[src/rtl/spi_master.sv]
// SPI mode-1 initiator: shifts one BIT_WIDTH frame out on MOSI, MSB first, with SCK from an internal divider.
// Optional MISO capture into rx_data is built only when SPI_MASTER_RX_EN is defined.
module spi_master #(
  parameter int BIT_WIDTH = 160,
  parameter int CLK_DIV   = 25
) (
  input  logic                 clk,
  input  logic                 rst_n,
  input  logic                 start,
  input  logic [BIT_WIDTH-1:0] tx_data,
  output logic                 busy,
  output logic                 done,
  output logic [BIT_WIDTH-1:0] rx_data,
  output logic                 spi_sck,
  output logic                 spi_mosi,
  output logic                 spi_ss,
  input  logic                 spi_miso
);
  localparam int DIV_W = $clog2(CLK_DIV);
  localparam int BCW   = $clog2(BIT_WIDTH + 1);

  typedef enum logic [2:0] {S_IDLE, S_SETUP, S_SHIFT, S_HOLD, S_GAP} state_e;

  state_e               state_q, state_d;
  logic [DIV_W-1:0]     div_q, div_d;
  logic                 phase_q, phase_d;
  logic [BCW-1:0]       bit_q, bit_d;
  logic [BIT_WIDTH-1:0] sh_q, sh_d;
  logic                 fin_q, fin_d;
  logic                 busy_q, done_q, sck_q, mosi_q, ss_q;
  logic                 div_last, rise, fall;

  // phase_q = 0 is the SCK-high half of a bit period, 1 the low half.
  assign div_last = (div_q == DIV_W'(CLK_DIV - 1));
  assign rise     = (state_q == S_SHIFT) && !phase_q && (div_q == '0);
  assign fall     = (state_q == S_SHIFT) &&  phase_q && (div_q == '0);

  always_comb begin
    state_d = state_q;
    div_d   = div_q;
    phase_d = phase_q;
    bit_d   = bit_q;
    sh_d    = sh_q;
    fin_d   = 1'b0;
    if (state_q != S_IDLE) div_d = div_last ? '0 : div_q + 1'b1;
    case (state_q)
      S_IDLE: if (start) begin
        sh_d    = tx_data;
        bit_d   = '0;
        phase_d = 1'b0;
        state_d = S_SETUP;
      end
      S_SETUP: if (div_last) state_d = S_SHIFT;
      S_SHIFT: begin
        if (fall) bit_d = bit_q + 1'b1;
        if (div_last) begin
          if (!phase_q) phase_d = 1'b1;
          else begin
            phase_d = 1'b0;
            sh_d    = sh_q << 1;
            if (bit_q == BCW'(BIT_WIDTH)) state_d = S_HOLD;
          end
        end
      end
      S_HOLD: if (div_last) state_d = S_GAP;
      S_GAP: if (div_last) begin
        state_d = S_IDLE;
        fin_d   = 1'b1;
      end
      default: state_d = S_IDLE;
    endcase
  end

  always_ff @(posedge clk or negedge rst_n) begin
    if (!rst_n) begin
      state_q <= S_IDLE;
      div_q   <= '0;
      phase_q <= 1'b0;
      bit_q   <= '0;
      sh_q    <= '0;
      fin_q   <= 1'b0;
    end else begin
      state_q <= state_d;
      div_q   <= div_d;
      phase_q <= phase_d;
      bit_q   <= bit_d;
      sh_q    <= sh_d;
      fin_q   <= fin_d;
    end
  end

  // Pins are registered off the current state, so they trail the FSM by one cycle.
  always_ff @(posedge clk or negedge rst_n) begin
    if (!rst_n) begin
      busy_q <= 1'b0;
      done_q <= 1'b0;
      sck_q  <= 1'b0;
      mosi_q <= 1'b0;
      ss_q   <= 1'b1;
    end else begin
      busy_q <= (state_q != S_IDLE);
      done_q <= fin_q;
      sck_q  <= (state_q == S_SHIFT) && !phase_q;
      ss_q   <= !(state_q inside {S_SETUP, S_SHIFT, S_HOLD});
      if (rise)                                        mosi_q <= sh_q[BIT_WIDTH-1];
      else if (state_q == S_GAP || state_q == S_IDLE)  mosi_q <= 1'b0;
    end
  end

  assign busy     = busy_q;
  assign done     = done_q;
  assign spi_sck  = sck_q;
  assign spi_mosi = mosi_q;
  assign spi_ss   = ss_q;

`ifdef SPI_MASTER_RX_EN
  logic [BIT_WIDTH-1:0] rx_sh_q, rx_q, rx_shl;

  assign rx_shl = rx_sh_q << 1;

  always_ff @(posedge clk or negedge rst_n) begin
    if (!rst_n) begin
      rx_sh_q <= '0;
      rx_q    <= '0;
    end else begin
      if (fall)  rx_sh_q <= rx_shl | BIT_WIDTH'(spi_miso);
      if (fin_q) rx_q    <= rx_sh_q;
    end
  end

  assign rx_data = rx_q;
`else
  logic unused_miso;
  assign unused_miso = spi_miso;
  assign rx_data     = '0;
`endif

endmodule

[config.mk]
export PLATFORM = sky130hd
export DESIGN_NAME = spi_master
export DESIGN_NICKNAME = d
export VERILOG_FILES = /design/src/rtl/spi_master.sv
export SDC_FILE = /design/constraint.sdc
export NUM_CORES = 1
export LEC_CHECK = 0
export BUFFER_PORTS_ARGS = -buffer_cell sky130_fd_sc_hd__buf_4
export CORE_MARGIN = 4
export CORE_UTILIZATION = 45
export CTS_BUF_LIST = sky130_fd_sc_hd__clkbuf_4 sky130_fd_sc_hd__clkbuf_8 sky130_fd_sc_hd__clkbuf_16
export DETAILED_ROUTE_END_ITERATION = 7
export HOLD_SLACK_MARGIN = 0.12
export PLACE_DENSITY = 0.72
export SYNTH_ARGS = -nofsm -noshare
export SYNTH_HDL_FRONTEND = slang
export SYNTH_SLANG_ARGS = --single-unit
export TNS_END_PERCENT = 50
[constraint.sdc]
create_clock -name clk -period 3.3 [get_ports clk]
set_clock_uncertainty 0.1 [all_clocks]
set_input_delay 0 -clock clk [delete_from_list [all_inputs] [get_ports clk]]
set_output_delay 0 -clock clk [all_outputs]
set_load 0.02 [all_outputs]
## Word level (Yosys, flattened, before mapping)

Cells that the tools add are included.

| storage, ports and cells | value |
|---|---|
| register bits | 183 |
| output and inout bits | 165 |
| bits in latches | 0 |
| bits in writable memories | 0 |
| memories kept | 0 |
| bits in read-only memories | 0 |
| input port bits | 164 |

| operators by class | value |
|---|---|
| reductions and logical operators | 17 |
| order comparisons | 0 |
| divide/modulo/power cells | 0 |
| eq/ne operators | 14 |
| bitwise logic cells | 0 |
| add/sub/neg operators | 2 |
| multipliers | 0 |
| multiplexer cells | 24 |
| shifts and indexed selects | 0 |

Operators with widths:

| cell | count |
|---|---|
| two-way mux 160 bit | 3 |
| one-hot mux 160 bit (2 select lines) | 1 |
| two-way mux 3 bit | 7 |
| two-way mux 8 bit | 2 |
| one-hot mux 8 bit (2 select lines) | 1 |
| one-hot mux 3 bit (5 select lines) | 1 |
| inequality test 2 bit (second input constant) | 7 |
| adder 8 x 1 -> 8 bit (second input constant) | 1 |
| equality test 8 bit (second input constant) | 1 |
| two-way mux 1 bit | 7 |
| AND reduction 7 bit | 1 |
| equality test 3 x 2 -> 1 bit (second input constant) | 2 |
| AND reduction 3 bit | 2 |
| nonzero test 3 bit | 2 |
| adder 5 x 1 -> 5 bit (second input constant) | 1 |
| equality test 5 bit (second input constant) | 1 |
| logical NOT 5 bit | 1 |
| two-way mux 5 bit | 1 |
| logical AND 1 bit | 4 |
| AND reduction 4 bit | 1 |
| nonzero test 2 bit | 2 |
| equality test 3 x 1 -> 1 bit (second input constant) | 1 |
| equality test 3 bit (second input constant) | 1 |
| logical NOT 3 bit | 1 |
| other kinds (4) | 5 |

## Depth between registers and ports, before layout

Gate-level depths: netlist (run 1).

| logic depth | value |
|---|---|
| depth in word-level cells | 5 |
| depth in mapped cells | 10 |
| gate-level depth less buffers | 6 |

## Least setup slack after synthesis (run 1)

OpenSTA, ideal clock, no wires.

| path | value |
|---|---|
| path type | register -> register |
| from | reg div_q[0] |
| to | reg sh_q[0] |
| required time | 3079 ps |
| arrival | 1821 ps |
| stages on the path, launching flop included | 11 |
| path buffers | 4 |
| setup slack | 1258 ps |
| path through | dfrtp_1 -> inv_1 -> ha_1 -> and4b_1 -> buf_2 -> a21oi_2 -> or2_1 -> buf_2 -> buf_6 -> buf_6 -> a22o_1 |

| on the way | value |
|---|---|
| word-level cells in the longest chain between the ends | 3 |

Ends and longest elaborated chain:

| what | line | text |
|---|---|---|
| start, declared | 25 | `logic [DIV_W-1:0] div_q, div_d;` |
| start signal, assigned | 84 | `div_q <= div_d;` |
| equality test 5 bit | 34 | `assign div_last = (div_q == DIV_W'(CLK_DIV - 1));` |
| inequality test 2 bit (no line) | - |  |
| AND reduction 4 bit (no line) | - |  |
| end signal, assigned | 80 | `sh_q <= '0;` |
| end signal, assigned | 87 | `sh_q <= sh_d;` |
| end, declared | 28 | `logic [BIT_WIDTH-1:0] sh_q, sh_d;` |

Every way passes these cells.
A chain may end at the register's enable or synchronous reset.

## Worst setup path in the final report (run 1)

Ends and elaborated chain as after synthesis.

==> flow_summary.rst, run 1 <==
.. list-table::
   :header-rows: 1

   * - Metric
     - Value
   * - Outcome
     - complete, no violations
   * - Endpoints failing hold
     - 0
   * - Site Rows
     - 54
   * - Total congestion overflow after global routing
     - 0
   * - All-layer global routing usage
     - 0.197
   * - Dominant cells by area after synthesis
     - sky130_fd_sc_hd__dfrtp_1, sky130_fd_sc_hd__mux2i_1, sky130_fd_sc_hd__buf_4
   * - Number of violations reported at the end of detailed-routing iteration 0
     - 536
   * - Avg WL per Cell
     - 15.9 um
   * - Yosys synthesis warning count
     - 0
   * - Floorplan core area
     - 21800 um^2
   * - Total via count in the routed design
     - 7900
   * - Total of fill cells in the finished design
     - 1757
   * - Worst voltage drop across the vdd grid
     - 0.000298 V
   * - Number of instances resized during post-cts repair
     - 0
   * - Max transition margin
     - 0.438
   * - Mapped Area
     - 9920 um^2
   * - Number of search-and-repair iterations in the first detailed-routing pass
     - 5
   * - HPWL after DPL
     - 13400 um
   * - Largest net degree at the start of global routing
     - 163
   * - Smallest setup slack after layout
     - 0.373 ns
   * - Max-cap violation count
     - 0
   * - Leakage
     - 6.91 nW
   * - CTS sink count
     - 183
   * - Cell chosen for the clock root
     - sky130_fd_sc_hd__clkbuf_16
   * - Arrival time reported for the critical path endpoint
     - 3.17 ns
   * - Initial antenna violation count
     - 1
   * - Number of buffers inserted by hold repair at cts
     - 163
   * - Crit path capture type
     - register
   * - First-pass GRT wire length
     - 39800 um
   * - Chip width
     - 157 um
   * - Number of design rule violations left after detail routing
     - 0
   * - Unique masters post-synth
     - 44
   * - Most common library cell in the layout ignoring fill and taps
     - sky130_fd_sc_hd__o21ai_0
   * - Commonest cells after routing, fill and taps aside
     - sky130_fd_sc_hd__o21ai_0, sky130_fd_sc_hd__dfrtp_1, sky130_fd_sc_hd__buf_4, sky130_fd_sc_hd__dlygate4sd3_1
   * - Avg Cell Area, Syn
     - 10.1 um^2
   * - Quantity of I/O buffers inserted on ports
     - 167
   * - Total wire length
     - 24800 um
   * - Initial core utilization
     - 0.456
   * - CTS tree
     - yes
   * - Sequential fraction of the synthesis area
     - 0.462
   * - Num ports
     - 329
   * - Largest fanout on the critical path
     - 75
   * - Gp weighted congestion
     - 0.787
   * - Layout Nets
     - 1437
   * - Inserted Clock Buffers
     - 17
   * - Kind of start point of the critical path
     - register
   * - Count of final max-slew check failures
     - 0
   * - Worst setup slack after placement
     - 0.509 ns
   * - Area growth syn-to-layout
     - 31.3%
   * - Remaining antenna violation count after routing
     - 0
   * - Slew at the pin closest to its max-slew limit
     - 0.843 ns
   * - Vias per inst
     - 5.05
   * - Die Span Y
     - 157 um
   * - Cell count after synthesis
     - 987
   * - Critical setup path kind
     - reg2reg
   * - Setup bufs post-CTS
     - 0
   * - Unrepaired setup endpoints after global routing
     - false
   * - Path category of the worst min-delay check
     - in2async
   * - Area enclosed by the die boundary
     - 24500 um^2
   * - Cell Pwr Density
     - 415 nW/um^2
   * - Clock latency reported for the late side of the worst-skew pair
     - 0.42 ns
   * - Final Setup Violations
     - 0
   * - Clock transition at path regs
     - 0.07 ns
   * - Vias in the first global route
     - 7852
   * - Setup TNS after final layout
     - 0 ns
   * - Core Util, Final
     - 0.599
   * - Number of levels in the clock H-tree
     - 4
   * - Area fraction of the dominant cell type after synthesis
     - 0.459
   * - Number of synthesized register bits
     - 183
   * - Worst EP required
     - 3.55 ns
   * - Proportion of layout cells with a drive suffix above 1
     - 0.172
   * - Cell taking the most area after synthesis
     - sky130_fd_sc_hd__dfrtp_1
   * - Crit path time final
     - 2.93 ns
   * - Fraction of the cycle the final worst path needs
     - 0.887
   * - CTS max path bufs
     - 2
   * - Achievable frequency
     - 342 MHz
-- metrics by stage --
| stage | hold slack [ns] | power [mW] | cell area [um^2] | cells |
|---|---|---|---|---|
| after floorplan | -0.396 | 2.82 | 10500 | 1146 |
| final | 0.114 | 5.41 | 13000 | 1564 |
| after global placement | 0.0363 | 2.90 | 10700 | 1367 |
| after global routing | 0.187 | 5.62 | 13000 | 1563 |
| after detailed placement | 0.0385 | 2.91 | 10700 | 1367 |
| after CTS | 0.156 | 5.45 | 13000 | 1562 |
-- power by group --
part           total, mW  switching (mW)  leakage [nW]  internal, mW
Combinational      0.650           0.336          4.24         0.314
Sequential          2.40          0.0527          2.33          2.34
Clock               2.36           0.907         0.331          1.45
Total               5.41            1.30          6.91          4.11
-- cell families (layout without fill, tap and decap cells) --
family | Yosys count | in the layout | share of synthesized area
adders and majority gates | 4 | 4 | 0.00504
other | 1 | 162 | 0.000378
and+or+nand+nor | 45 | 45 | 0.0280
muxes | 161 | 161 | 0.163
DFF | 183 | 183 | 0.462
AOI/OAI and AO/OA | 350 | 350 | 0.180
xor gates and xnor gates | 1 | 1 | 0.000883
buffers and inverters | 242 | 378 | 0.161
-- critical path, stage by stage (launching register included) --
cell                            delay (ns)
sky130_fd_sc_hd__dfrtp_1              0.38
sky130_fd_sc_hd__inv_1                0.07
sky130_fd_sc_hd__ha_1                 0.22
sky130_fd_sc_hd__and4b_1              0.34
sky130_fd_sc_hd__a21oi_4              0.24
sky130_fd_sc_hd__or2_4                0.69
sky130_fd_sc_hd__a22o_1               0.23
sky130_fd_sc_hd__dlygate4sd3_1        0.55
-- Yosys cell counts --
cell type                    n
sky130_fd_sc_hd__clkbuf_1   32
sky130_fd_sc_hd__dfstp_2     1
sky130_fd_sc_hd__and4_1      1
sky130_fd_sc_hd__nor2_4      1
sky130_fd_sc_hd__mux2_2      1
sky130_fd_sc_hd__or3_1       4
sky130_fd_sc_hd__o211ai_1    1
sky130_fd_sc_hd__conb_1      1
sky130_fd_sc_hd__nor2_1      5
sky130_fd_sc_hd__nand4_1     1
sky130_fd_sc_hd__a31oi_1     2
sky130_fd_sc_hd__o21ai_1   101
sky130_fd_sc_hd__nor4b_2     1
sky130_fd_sc_hd__dfrtp_1   182
sky130_fd_sc_hd__and3_1      2
sky130_fd_sc_hd__o21ai_0   229
sky130_fd_sc_hd__a21oi_1     8
sky130_fd_sc_hd__buf_6       2
sky130_fd_sc_hd__o41ai_1     1
sky130_fd_sc_hd__a31o_2      1
sky130_fd_sc_hd__a32o_1      1
sky130_fd_sc_hd__nand3_1     5
sky130_fd_sc_hd__buf_4     170
sky130_fd_sc_hd__and4b_1     1
sky130_fd_sc_hd__nor3_1      3
sky130_fd_sc_hd__and4bb_2    1
sky130_fd_sc_hd__o32ai_1     1
sky130_fd_sc_hd__ha_1        4
sky130_fd_sc_hd__nand2_1    13
sky130_fd_sc_hd__or3b_2      1
sky130_fd_sc_hd__nor4b_4     1
sky130_fd_sc_hd__a22o_1      2
sky130_fd_sc_hd__clkbuf_2    6
sky130_fd_sc_hd__or2_2       1
sky130_fd_sc_hd__mux2i_1   160
sky130_fd_sc_hd__buf_2      25
sky130_fd_sc_hd__or4_1       1
sky130_fd_sc_hd__o31ai_1     2
sky130_fd_sc_hd__inv_1       7
sky130_fd_sc_hd__or2_1       1
sky130_fd_sc_hd__nor3b_1     1
sky130_fd_sc_hd__a21oi_2     1
sky130_fd_sc_hd__xnor2_1     1
sky130_fd_sc_hd__or3b_1      1
-- layer usage --
layer / part of all wire / up-vias / GRT usage
met5: 0 / - / 0
met4: 0.0099 / 0 / 0.0508
met3: 0.057 / 22 / 0.0368
li1: - / 3721 / -
met1: 0.43 / 3875 / 0.262
met2: 0.50 / 282 / 0.332
-- registers in the layout, indices dropped and copies added (netlist names) --
name,cells
phase_q,1
spi_ss,1
done,1
div_q,5
fin_q,1
spi_mosi,1
sh_q,160
state_q,3
bit_q,8
spi_sck,1
busy,1
-- layout make-up --
cell class	instances	area, um^2	area share
timing repair buffer	339	3030	0.233
clock inverter	13	239	0.0183
clock buffer	19	440	0.0338
tap	280	350	0.0269
inverter	7	26.3	0.00202
sequential	183	4580	0.352
antenna	2	5.00	0.000384
multi-input combinational	721	4350	0.334
-- worst paths after layout --
| check | slack, ns | to | depth (start not counted) | start |
|---|---|---|---|---|
| max in group asynchronous | 2.12 | sh_q[128] | 3 | rst_n |
| max reg2reg | 0.37 | sh_q[0] | 7 | div_q[0] |
| min | 0.11 | spi_sck | 2 | rst_n |
| min reg2reg | 0.25 | done | 0 | fin_q |
| min in group clk | 0.25 | done | 0 | fin_q |
| max | 0.37 | sh_q[0] | 7 | div_q[0] |
(Power assumes the default switching activity.)
==> run 2, diff against run 1 <==
Settings changed: CORE_UTILIZATION 45 to 40, PLACE_DENSITY 0.72 to 0.66.
==> flow_summary.rst, run 2 (synthesized netlist as in run 1, its figures left out) <==
.. list-table::
   :header-rows: 1

   * - Metric
     - Value
   * - Path category of the worst min-delay check
     - in2async
   * - Clock latency reported for the late side of the worst-skew pair
     - 0.42 ns (about the same)
   * - Initial antenna violation count
     - 0 (-1)
   * - Vias per inst
     - 4.83 (-4.3%)
   * - Worst EP required
     - 3.54 ns (about the same)
   * - Total wire length
     - 24200 um (-2.5%)
   * - Worst voltage drop across the vdd grid
     - 0.000319 V (+7.1%)
   * - CTS tree
     - yes
   * - Largest registers
     - sh_q x160, bit_q x8, div_q x5
   * - Number of search-and-repair iterations in the first detailed-routing pass
     - 5 (unchanged)
   * - Endpoints failing hold
     - 0 (unchanged)
   * - Area growth syn-to-layout
     - 30.9%
   * - Initial core utilization
     - 0.407 (-0.0493)
   * - Number of design rule violations left after detail routing
     - 0 (unchanged)
   * - Avg WL per Cell
     - 15.1 um (-5.2%)
   * - Arrival time reported for the critical path endpoint
     - 3.19 ns (+0.02 ns)
   * - Max transition margin
     - 0.183 (-0.255)
   * - Remaining antenna violation count after routing
     - 0 (unchanged)
   * - Number of violations reported at the end of detailed-routing iteration 0
     - 627 (+17%)
   * - Floorplan core area
     - 24400 um^2 (+12%)
   * - Reg-to-reg setup timing slack
     - 0.35 ns (-0.03 ns)
   * - Largest net degree at the start of global routing
     - 163 (unchanged)
   * - Total of fill cells in the finished design
     - 2111 (+20%)
   * - Outcome
     - complete, no violations
   * - Final Setup Violations
     - 0 (unchanged)
   * - Clock transition at path regs
     - 0.07 ns (about the same)
   * - Post-placement cell area
     - 10700 um^2 (+0.28%)
   * - Vias in the first global route
     - 7584 (-3.4%)
   * - Register with the highest flop count
     - sh_q
   * - Most common library cell in the layout ignoring fill and taps
     - sky130_fd_sc_hd__o21ai_0
   * - Setup TNS after final layout
     - 0 ns (unchanged)
   * - Largest fanout on the critical path
     - 93 (+24%)
   * - Chip width
     - 166 um (+5.8%)
   * - Area enclosed by the die boundary
     - 27400 um^2 (+12%)
   * - Fraction of the cycle the final worst path needs
     - 0.895 (+0.00841)
   * - Die Span Y
     - 166 um (+5.8%)
   * - Crit path time final
     - 2.95 ns (+0.0278 ns)
   * - Count of final max-slew check failures
     - 0 (unchanged)
   * - Site Rows
     - 57 (+5.6%)
   * - Unrepaired setup endpoints after global routing
     - false
   * - Gp weighted congestion
     - 0.736 (-6.4%)
   * - Inserted Clock Buffers
     - 17 (unchanged)
   * - First-pass GRT wire length
     - 37700 um (-5.4%)
   * - CTS max path bufs
     - 2 (unchanged)
   * - Kind of start point of the critical path
     - register
   * - Worst path cell trace
     - inv_1 > ha_1 > and4b_1 > a21oi_4 > buf_4 > buf_4 > o21ai_0 > o21ai_0
   * - Num ports
     - 329 (unchanged)
   * - Quantity of I/O buffers inserted on ports
     - 167 (unchanged)
   * - Slew at the pin closest to its max-slew limit
     - 1.22 ns (+0.382 ns)
   * - Core Util, Final
     - 0.533 (-0.0663)
   * - Achievable frequency
     - 338 MHz (-0.94%)
   * - Cell chosen for the clock root
     - sky130_fd_sc_hd__clkbuf_16
   * - Cell type of the slowest stage on the worst timing path
     - sky130_fd_sc_hd__buf_4
   * - Max reg flops
     - 160 (unchanged)
   * - Crit path capture type
     - register
   * - Commonest cells after routing, fill and taps aside
     - sky130_fd_sc_hd__o21ai_0, sky130_fd_sc_hd__dfrtp_1, sky130_fd_sc_hd__buf_4, sky130_fd_sc_hd__dlygate4sd3_1
   * - Finished layout cell area
     - 13000 um^2 (-0.31%)
   * - Critical setup path kind
     - reg2reg
   * - Total via count in the routed design
     - 7768 (-1.7%)
   * - Total congestion overflow after global routing
     - 0 (unchanged)
   * - Leakage
     - 6.87 nW (-0.55%)
   * - Proportion of layout cells with a drive suffix above 1
     - 0.172 (unchanged)
   * - Max-cap violation count
     - 0 (unchanged)
   * - All-layer global routing usage
     - 0.167 (-0.0297)
   * - CTS sink count
     - 183 (unchanged)
   * - Layout Nets
     - 1437 (unchanged)
   * - HPWL after DPL
     - 13600 um (+1.3%)
   * - Number of levels in the clock H-tree
     - 4 (unchanged)
   * - Biggest cell delay along the critical path
     - 0.76 ns (+0.07 ns)
   * - Cell Pwr Density
     - 399 nW/um^2 (-3.8%)
[run 2: report_power, final]
group | total (mW) | switching, mW | internal, mW
Clock | 2.15 | 0.915 | 1.23
Sequential | 2.39 | 0.0509 | 2.34
Combinational | 0.643 | 0.329 | 0.314
[run 2: timing repair]
item | CTS | global route
resized for setup | 0 | 0
hold buffers | 163 | 0
hold endpoints to repair | 267 | 0
buffers inserted | 0 | 0
[run 2: final timing paths]
check                                   to  cells past startpoint     start
worst max-delay path             sh_q[149]                      8  div_q[0]
worst min-delay path               spi_sck                      2     rst_n
worst max register to register   sh_q[149]                      8  div_q[0]
worst min register to register        done                      0     fin_q
max in group asynchronous       state_q[0]                      3     rst_n
min in group clk                      done                      0     fin_q
[run 2: worst max-delay path, delay by kind of cell, from the launching register on]
kind                       cells  cell delay (ns)
buffers and inverters          3             1.37
AOI/OAI and AO/OA              3             0.50
DFF                            1             0.39
and+or+nand+nor                1             0.25
adders and majority gates      1             0.23
[run 2: through the flow]
stage	setup slack, ns	hold WS, ns	std cells	total power, mW
after floorplan	1.26	-0.396	1146	2.82
after global placement	0.426	0.0341	1411	2.91
after detailed placement	0.359	0.0298	1411	2.92
after CTS	0.354	0.162	1606	5.24
after global routing	0.0769	0.169	1606	5.41
final	0.346	0.0773	1607	5.19
[run 2: final cells by class]
class	instances	area, um^2	share of cell area
sequential	183	4580	0.353
multi-input combinational	721	4350	0.335
timing repair buffer	339	3010	0.232
clock buffer	19	447	0.0344
tap	324	405	0.0312
clock inverter	13	165	0.0127
inverter	7	26.3	0.00202
antenna	1	2.50	0.000193
[run 2: per-layer routing]
layer,vias up,track usage,part of all wire
met4,0,0.0517,0.016
met5,-,0,0
met1,3750,0.228,0.44
li1,3718,-,-
met2,270,0.269,0.49
met3,30,0.0330,0.059
==> run 3, diff against run 2 <==
Settings changed: ABC_AREA set to 1, PLACE_DENSITY 0.66 to not set.
==> flow_summary.rst, run 3 <==
.. list-table::
   :header-rows: 1

   * - Metric
     - Value
   * - Leakage
     - 7.67 nW (+12%)
   * - Arrival time reported for the critical path endpoint
     - 2.96 ns (-0.23 ns)
   * - Endpoints failing hold
     - 0 (unchanged)
   * - Inserted Clock Buffers
     - 17 (unchanged)
   * - Chip width
     - 171 um (+3.2%)
   * - Portion of total power attributed to the clock network
     - 0.198 (-0.216)
   * - Cell type of the slowest stage on the worst timing path
     - sky130_fd_sc_hd__dfrtp_1
   * - Largest registers
     - sh_q x160, bit_q x8, div_q x5
   * - Initial core utilization
     - 0.407 (about the same)
   * - Die Span Y
     - 171 um (+3.2%)
   * - Predominant post-synthesis flop cell
     - sky130_fd_sc_hd__dfrtp_1
   * - Post-synth top cells
     - sky130_fd_sc_hd__nand2_1, sky130_fd_sc_hd__dfrtp_1, sky130_fd_sc_hd__nand3_1, sky130_fd_sc_hd__buf_4, sky130_fd_sc_hd__clkbuf_1
   * - Commonest cells after routing, fill and taps aside
     - sky130_fd_sc_hd__nand2_1, sky130_fd_sc_hd__dfrtp_1, sky130_fd_sc_hd__nand3_1, sky130_fd_sc_hd__buf_4, sky130_fd_sc_hd__dlygate4sd3_1
   * - Number of levels in the clock H-tree
     - 4 (unchanged)
   * - Count of final max-slew check failures
     - 0 (unchanged)
   * - Cell Pwr Density
     - 724 nW/um^2 (+81%)
   * - Number of flops mapped to enable cells by yosys
     - 0 (unchanged)
   * - Final Setup Violations
     - 0 (unchanged)
   * - Part of the power in combinational logic
     - 0.423 (+0.299)
   * - Number of synthesized register bits
     - 183 (unchanged)
   * - Largest net degree at the start of global routing
     - 167 (+2.5%)
   * - Worst EP required
     - 3.55 ns (about the same)
   * - Mapped Area
     - 10600 um^2 (+6.9%)
   * - Fraction of registers with async set or reset after synthesis
     - 1.00 (unchanged)
   * - Clock latency reported for the late side of the worst-skew pair
     - 0.42 ns (about the same)
   * - Crit path capture type
     - register
   * - Start of the worst register-to-register path
     - state_q[2]
   * - Most common library cell in the layout ignoring fill and taps
     - sky130_fd_sc_hd__nand2_1
   * - Critical setup path kind
     - reg2reg
   * - Cell count after synthesis
     - 1530 (+55%)
   * - Crit path time final
     - 2.71 ns (-0.245 ns)
   * - Finished layout cell area
     - 13700 um^2 (+5.1%)
   * - All-layer global routing usage
     - 0.185 (+0.0182)
   * - First element of the critical path
     - state_q[2]
   * - Yosys synthesis warning count
     - 0 (unchanged)
   * - Area fraction of the dominant cell type after synthesis
     - 0.429 (-0.0296)
   * - Unique masters post-synth
     - 25 (-43%)
   * - Total of fill cells in the finished design
     - 2490 (+18%)
   * - Number of search-and-repair iterations in the first detailed-routing pass
     - 5 (unchanged)
   * - Clock transition at path regs
     - 0.07 ns (about the same)
   * - Total wire length
     - 28000 um (+16%)
   * - Unrepaired setup endpoints after global routing
     - false
   * - Smallest setup slack after layout
     - 0.591 ns (+0.245 ns)
   * - Path depth of the worst reg2reg path
     - 8 (unchanged)
   * - Max reg flops
     - 160 (unchanged)
   * - Total chip power
     - 9.89 mW (+91%)
   * - Post-route worst hold slack
     - 0.121 ns (+0.0440 ns)
   * - Achievable frequency
     - 369 MHz (+9.0%)
   * - Site Rows
     - 59 (+3.5%)
   * - Reg-to-reg setup timing slack
     - 0.59 ns (+0.25 ns)
   * - Max-cap violation count
     - 0 (unchanged)
   * - Proportion of layout cells with a drive suffix above 1
     - 0.120 (-0.0513)
   * - Path category of the worst min-delay check
     - in2async
   * - Fraction of the cycle the final worst path needs
     - 0.821 (-0.0742)
   * - Worst reg2reg path endpoint
     - sh_q[154]
   * - Switching share of total power
     - 0.435 (+0.185)
   * - Total congestion overflow after global routing
     - 0 (unchanged)
   * - Top routing layer in use
     - met4
   * - Total length of routed met2 wires
     - 13400 um (+14%)
   * - CTS tree
     - yes
   * - Number of violations reported at the end of detailed-routing iteration 0
     - 754 (+20%)
   * - Vias per inst
     - 4.58 (-5.2%)
   * - Dominant cells by area after synthesis
     - sky130_fd_sc_hd__dfrtp_1, sky130_fd_sc_hd__nand2_1, sky130_fd_sc_hd__buf_4
   * - Max transition margin
     - 0.405 (+0.221)
   * - Kind of start point of the critical path
     - register
   * - Setup bufs post-CTS
     - 0 (unchanged)
   * - Number of design rule violations left after detail routing
     - 0 (unchanged)
   * - Num ports
     - 329 (unchanged)
   * - CTS max path bufs
     - 2 (unchanged)
   * - Gp weighted congestion
     - 0.800 (+8.7%)
   * - Worst setup slack after placement
     - 0.721 ns (+0.363 ns)
   * - First-pass GRT wire length
     - 45100 um (+20%)
   * - Slew at the pin closest to its max-slew limit
     - 0.893 ns (-0.332 ns)
   * - Area enclosed by the die boundary
     - 29200 um^2 (+6.6%)
   * - Biggest cell delay along the critical path
     - 0.46 ns (-0.30 ns)
   * - Part of the power in registers
     - 0.379 (-0.083)
   * - Avg WL per Cell
     - 13.0 um (-13%)
   * - HPWL after DPL
     - 15200 um (+12%)
   * - Avg Cell Area, Syn
     - 6.93 um^2 (-31%)
   * - Worst voltage drop across the vdd grid
     - 0.000692 V (+120%)
   * - Initial antenna violation count
     - 0 (unchanged)
   * - CTS sink count
     - 183 (unchanged)
   * - Remaining antenna violation count after routing
     - 0 (unchanged)
   * - Cell taking the most area after synthesis
     - sky130_fd_sc_hd__dfrtp_1
   * - Outcome
     - complete, no violations
   * - Internal Power
     - 5.59 mW (+44%)
   * - Most instantiated library cell after synthesis
     - sky130_fd_sc_hd__nand2_1
   * - Layout Nets
     - 1967 (+37%)
   * - Largest fanout on the critical path
     - 161 (+73%)
   * - Register with the highest flop count
     - sh_q
   * - Met1 Wirelength
     - 12600 um (+19%)
   * - Floorplan core area
     - 26100 um^2 (+6.8%)
   * - Vias in the first global route
     - 9224 (+22%)
   * - Area growth syn-to-layout
     - 28.7%
   * - Post-placement cell area
     - 11500 um^2 (+6.8%)
   * - Worst path cell trace
     - nor2_2 > nand2_1 > inv_2 > nand2_1 > o21ai_4 > buf_12 > nand3_1 > nand2_1
   * - Cell chosen for the clock root
     - sky130_fd_sc_hd__clkbuf_16
   * - Switching power total
     - 4.30 mW (+230%)
   * - Sequential fraction of the synthesis area
     - 0.432 (-0.0298)
   * - Crit path top cell by count
     - sky130_fd_sc_hd__nand2_1
   * - Setup TNS after final layout
     - 0 ns (unchanged)
   * - Sum of met3 wire segment lengths after detailed routing
     - 1700 um (+19%)
   * - Total via count in the routed design
     - 9842 (+27%)
   * - Quantity of I/O buffers inserted on ports
     - 167 (unchanged)
==> run 3: changes by cell type after synthesis, moves of 16 or more <==
cell,before,now
sky130_fd_sc_hd__o21ai_1,101,0
sky130_fd_sc_hd__inv_1,7,23
sky130_fd_sc_hd__o21ai_0,229,9
sky130_fd_sc_hd__mux2i_1,160,1
sky130_fd_sc_hd__nand2_1,13,850
sky130_fd_sc_hd__nand3_1,5,174
==> run 3: power groups by stage <==
stage | registers, mW | clock network, mW | logic (mW)
floorplan | 3.67 | 0 | 3.21
global placement | 3.74 | 0 | 3.98
detailed placement | 3.77 | 0 | 4.06
CTS | 3.74 | 2.03 | 4.23
global route | 3.87 | 2.13 | 4.81
finish | 3.74 | 1.96 | 4.18
==> run 3: worst max-delay path by stage <==
| stage | depth (start not counted) | to |
|---|---|---|
| after floorplan | 11 | sh_q[100] |
| after global placement | 8 | sh_q[77] |
| after detailed placement | 8 | sh_q[154] |
| after CTS | 8 | sh_q[154] |
| after global routing | 8 | sh_q[31] |
| final | 8 | sh_q[154] |
==> run 3: area by class of cell <==
type	instances	area [um^2]	area share
Timing Repair Buffer	339	3020	0.221
Tap cell	335	419	0.0307
Antenna cell	1	2.50	0.000183
Clock buffer	18	433	0.0317
Inverter	25	93.8	0.00687
Multi-Input combinational cell	1233	4990	0.365
Sequential cell	183	4580	0.335
Clock inverter	14	118	0.00861
==> run 3: critical path, delay by kind of cell, from the launching register on <==
kind	cells	cell delay, ns
flops	1	0.46
simple gates	5	1.06
buf+inv	2	0.64
compound gates	1	0.11
==> run 3: kinds of logic after synthesis <==
family / count (synthesis) / share of synthesized area
buffers and inverters: 273 / 0.158
DFF: 183 / 0.432
xor gates and xnor gates: 1 / 0.000826
other: 1 / 0.000354
AOI/OAI and AO/OA: 17 / 0.00955
muxes: 1 / 0.000944
adders and majority gates: 4 / 0.00472
and+or+nand+nor: 1050 / 0.394
==> run 3: per-layer routing <==
metal,vias up,track usage
met5,-,0
met4,0,0.0437
met3,25,0.0337
met2,321,0.298
met1,4568,0.261
li1,4928,-
==> run 3: metrics by stage <==
step | cells | util
2_1_floorplan | 1689 | -
5_1_grt | 2147 | 0.524
6_report | 2148 | 0.524
4_1_cts | 2147 | 0.524
3_3_place_gp | 1952 | 0.440
3_5_place_dp | 1952 | 0.440
==> run 3: timing repair <==
action	4_1_cts	5_1_grt
hold endpoints to repair	253	0
resized for setup	0	0
hold buffers	163	0
